$ cat src/rtl/regfile_write_arbiter.sv
// Round-robin arbiter for the single write port of the 32x32 general register file,
// with a pending-write scoreboard that stalls decode on operand hazards.
module regfile_write_arbiter #(
  parameter int unsigned N_REQ  = 3,
  parameter int unsigned DATA_W = 32,
  parameter int unsigned ADDR_W = 5
) (
  input  logic                      clk,
  input  logic                      rst,
  input  logic [N_REQ-1:0]          req_valid,
  input  logic [N_REQ*ADDR_W-1:0]   req_dst,
  input  logic [N_REQ*DATA_W-1:0]   req_data,
  output logic [N_REQ-1:0]          req_ready,
  input  logic                      pend_set_en,
  input  logic [ADDR_W-1:0]         pend_set_dst,
  input  logic [ADDR_W-1:0]         rd_addr_a,
  input  logic [ADDR_W-1:0]         rd_addr_b,
  output logic                      stall,
  output logic                      reg_write,
  output logic [ADDR_W-1:0]         write_dst,
  output logic [DATA_W-1:0]         write_data,
  output logic [31:0]               busy_mask
);

  localparam int unsigned PtrW = (N_REQ > 1) ? $clog2(N_REQ) : 1;

  logic [PtrW-1:0]   ptr_q, ptr_d;
  logic              reg_write_q;
  logic [ADDR_W-1:0] write_dst_q;
  logic [DATA_W-1:0] write_data_q;
  logic [31:0]       busy_q, busy_d;

  logic              grant_found;
  logic [PtrW-1:0]   grant_idx;
  logic [ADDR_W-1:0] grant_dst;
  logic [DATA_W-1:0] grant_data;

  // Search starts at the pointer and wraps; the first valid source wins.
  always_comb begin : arb
    int unsigned idx;
    logic [PtrW-1:0] idx_w;
    grant_found = 1'b0;
    grant_idx   = '0;
    idx         = 0;
    idx_w       = '0;
    for (int unsigned i = 0; i < N_REQ; i++) begin
      idx = 32'(ptr_q) + i;
      if (idx >= N_REQ) begin
        idx = idx - N_REQ;
      end
      idx_w = PtrW'(idx);
      if (!grant_found && req_valid[idx_w]) begin
        grant_found = 1'b1;
        grant_idx   = idx_w;
      end
    end
  end

  assign grant_dst  = req_dst[grant_idx*ADDR_W +: ADDR_W];
  assign grant_data = req_data[grant_idx*DATA_W +: DATA_W];

  always_comb begin
    req_ready = '0;
    if (grant_found && !rst) begin
      req_ready[grant_idx] = 1'b1;
    end
  end

  always_comb begin
    ptr_d = ptr_q;
    if (grant_found) begin
      ptr_d = (grant_idx == PtrW'(N_REQ - 1)) ? '0 : grant_idx + 1'b1;
    end
  end

  // Set is applied after clear so a newer producer of the same register stays pending.
  always_comb begin
    busy_d = busy_q;
    if (grant_found) begin
      busy_d[grant_dst] = 1'b0;
    end
    if (pend_set_en && (pend_set_dst != '0)) begin
      busy_d[pend_set_dst] = 1'b1;
    end
    busy_d[0] = 1'b0;
  end

  always_ff @(posedge clk or posedge rst) begin
    if (rst) begin
      ptr_q        <= '0;
      reg_write_q  <= 1'b0;
      write_dst_q  <= '0;
      write_data_q <= '0;
      busy_q       <= '0;
    end else begin
      ptr_q  <= ptr_d;
      busy_q <= busy_d;
      if (grant_found) begin
        write_dst_q  <= grant_dst;
        write_data_q <= grant_data;
        reg_write_q  <= (grant_dst != '0);
      end else begin
        reg_write_q  <= 1'b0;
      end
    end
  end

  assign stall = ((rd_addr_a != '0) && busy_q[rd_addr_a]) ||
                 ((rd_addr_b != '0) && busy_q[rd_addr_b]);

  assign reg_write  = reg_write_q;
  assign write_dst  = write_dst_q;
  assign write_data = write_data_q;
  assign busy_mask  = busy_q;

endmodule

$ cat config.mk
export PLATFORM = sky130hd
export DESIGN_NAME = regfile_write_arbiter
export DESIGN_NICKNAME = d
export VERILOG_FILES = /design/src/rtl/regfile_write_arbiter.sv
export SDC_FILE = /design/constraint.sdc
export NUM_CORES = 1
export LEC_CHECK = 0
export BUFFER_PORTS_ARGS = -buffer_cell sky130_fd_sc_hd__buf_2
export CAP_MARGIN = 15
export CORE_MARGIN = 5
export CORE_UTILIZATION = 50
export CTS_BUF_LIST = sky130_fd_sc_hd__clkbuf_2 sky130_fd_sc_hd__clkbuf_4 sky130_fd_sc_hd__clkbuf_8
export DETAILED_ROUTE_END_ITERATION = 16
export PLACE_DENSITY = 0.9
export SYNTH_ARGS = -nofsm -noshare
export SYNTH_HDL_FRONTEND = slang
export SYNTH_SLANG_ARGS = --single-unit
$ cat constraint.sdc
create_clock -name clk -period 2.9 [get_ports clk]
set_input_delay 0.145 -clock clk [delete_from_list [all_inputs] [get_ports clk]]
set_output_delay 0.145 -clock clk [all_outputs]
set_load 0.03 [all_outputs]
==> flow_summary.toml <==
[status]
status = "complete, no violations"

[global_route]
grt_max_degree = 39
antenna_found_initial = 0
grt_first_pass_wirelength_mm = 24.9
grt_pass1_vias = 5222
grt_remaining_overflow = 0
grt_usage_pct = 26.5

[timing]
fin_crit_sh_pct = 96.0
setup_viol = 0
worst_slew_pin_slew_ns = 0.753
finClkSkew_ns = 0.00806
fmax_mhz = 359
slew_violations = 0
slew_headroom_pct = 49.7
hold_viol_final = 0
min_period_ns = 2.78

[place]
gp_congestion = 0.894
io_buffers = 204
placed_area_um2 = 6010
dp_hpwl_mm = 12.2

[drt]
ant_nets = 0
routed_via_density = 5.89
drtIter0Drc = 244
drt-total-wl_mm = 15.8
detail_route.wl_per_cell_um = 18.1
drc = 0
via_count = 5142
first_pass_iters = 5

[cells_and_area]
drive_gt1_share_pct = 38.2
fill_cells = 819
final_common_cell = "buf_2"
synthToLayoutAreaGrowth_pct = 28.5
final_cell_mix = "buf_2 (203), nand2_1 (82), dfrtp_1 (71)"
final_area_um2 = 6270
diodes = 0
finalNetCount = 870

[yosys]
syn_area_um2 = 4880
ys_warn_count = 0
synth_fp_nets = 677
synthArstFlopShare_pct = 100
ys_seq_elements = 71
synthCells = 542
yosysSeqAreaShare_pct = 36.4
synth-edff-count = 0
avgSynthCellArea_um2 = 9.01
ys_types = 50
ys.flop_type = "dfrtp_1"

[critical_path]
cp-end-kind = "output port"
required_ns = 2.76
path_class = "register to output port"
r2r_slack_ns = 0.15
start_kind = "register"
worstPathArrival_ns = 2.64
worstPathMaxFanout = 18

[floorplan]
die_h_um = 109
core-area_um2 = 9640
dieArea_um2 = 11800
rows = 36
dieWidth_um = 109
pin_count = 206
start_util_pct = 50.7

[clock_network]
clockBufferDepth = 2
htree_levels = 3
clock_latency_ns = 0.35
clk_pin_slew_ns = 0.08
tritoncts = "done"
cts_root_buf = "clkbuf_8"
cts_made_buffers = 9
clkSinkCount = 71

[pwr]
power.share.clock_pct = 12.6
p_switching_mw = 3.51
sw_frac_of_total_pct = 49.6
p_seq_share_pct = 24.0
ir_drop_v = 0.000939
comb_power_share_pct = 63.4
power.internal_mw = 3.57
leakagePower_nw = 3.08
p_per_area_nw_per_um2 = 1130
total_power_mw = 7.08

[hold_path]
hold_path.class = "input pin to register"

[job]
drv_cap = 0
[sequential cells by signal (all words and copies together), names as in the netlist]
name / count
write_data: 32
busy_mask: 31
write_dst: 5
ptr_q: 2
reg_write: 1
[per-stage QoR]
stage / setup slack [ns] / util, % / instances / setup TNS [ns] / hold WS, ns
after global placement: 0.247 / 62.4 / 856 / 0 / 0.344
after floorplan: 0.00882 / - / 542 / 0 / 0.290
after detailed placement: 0.0944 / 62.4 / 856 / 0 / 0.355
final: 0.117 / 65.1 / 873 / 0 / 0.0267
after CTS: 0.0143 / 64.8 / 873 / 0 / 0.0113
after global routing: -0.0277 / 65.1 / 873 / -0.0365 / 0.0135
[cell families (layout without fill, tap and decap cells)]
group,Yosys count,after routing,share of synthesized area [%]
AOI/OAI and AO/OA,143,143,20.9
adders and majority gates,3,3,0.769
buffers and inverters,73,271,6.99
DFF,71,71,36.4
muxes,47,47,15.2
other,1,1,0.0768
and+or+nand+nor,204,204,19.7
[cells in the mapped netlist, types with 4 or more instances]
cell type | instances | share of area (%)
a21o_1 | 6 | 0.92
a21oi_1 | 38 | 3.9
a221o_1 | 14 | 2.9
a221oi_1 | 18 | 3.2
a31oi_1 | 7 | 0.90
buf_1 | 6 | 0.46
buf_2 | 11 | 1.1
buf_4 | 4 | 0.61
clkbuf_1 | 14 | 1.1
dfrtp_1 | 71 | 36
inv_1 | 34 | 2.6
mux2_2 | 4 | 0.92
mux2i_1 | 21 | 4.3
mux2i_4 | 5 | 2.3
mux4_2 | 16 | 7.4
nand2_1 | 82 | 6.3
nand3_1 | 21 | 2.2
nand3b_1 | 13 | 2.0
nor2_1 | 57 | 4.4
nor2b_1 | 8 | 1.0
nor3_1 | 5 | 0.51
o21ai_0 | 21 | 2.2
o221ai_1 | 24 | 4.3
[power by group through the flow]
stage,Sequential [mW],Clock [mW],Combinational (mW)
after global placement,1.69,0,4.26
after detailed placement,1.70,0,4.43
final,1.70,0.895,4.48
after floorplan,2.35,0,2.61
after global routing,1.74,0.948,4.87
after CTS,1.69,0.905,4.43
[layer usage]
| metal | global-route usage, % | vias to the layer above | share of wire (%) |
|---|---|---|---|
| li1 | - | 2370 | - |
| met1 | 32.0 | 2455 | 38 |
| met2 | 44.7 | 272 | 50 |
| met3 | 6.16 | 45 | 8.2 |
| met4 | 12.8 | 0 | 3.5 |
| met5 | 0 | - | 0 |
[critical path: stages (launching register included)]
cell and delay, ns:
dfrtp_1 0.39, inv_1 0.10, ha_2 0.32, nor2b_1 0.15, o21a_2 0.26, o31a_2 0.45
buf_4 0.25, nor3_1 0.14, buf_2 0.22
[area by class of cell]
| cell class | instances | area, um2 | share of cell area (%) |
|---|---|---|---|
| inverter | 34 | 128 | 2.03 |
| sequential | 71 | 1780 | 28.3 |
| clock buffer | 9 | 124 | 1.97 |
| clock inverter | 7 | 96.3 | 1.54 |
| multi-input combinational | 398 | 2810 | 44.7 |
| tap | 133 | 166 | 2.65 |
| timing repair buffer | 221 | 1180 | 18.8 |
[final timing paths]
kind	from	end	cells past startpoint
min in group asynchronous	rst	write_data[24]	3
worst max-delay path	ptr_q[0]	req_ready[2]	8
worst max register to register	ptr_q[0]	write_data[8]	9
worst min register to register	write_dst[4]	write_dst[4]	1
worst min-delay path	req_data[49]	write_data[17]	2
max in group asynchronous	rst	busy_mask[5]	4
[repair_timing]
| item | in CTS | in global routing |
|---|---|---|
| setup buffers | 0 | 0 |
| hold buffers | 1 | 0 |
| endpoints found under the setup margin | 1 | 43 |
| gates cloned | 0 | 0 |
| pin swaps | 0 | 1 |
| resized for setup | 1 | 8 |
| endpoints found under the hold margin | 35 | 0 |
Note: power is estimated with default switching activity, not from simulation.
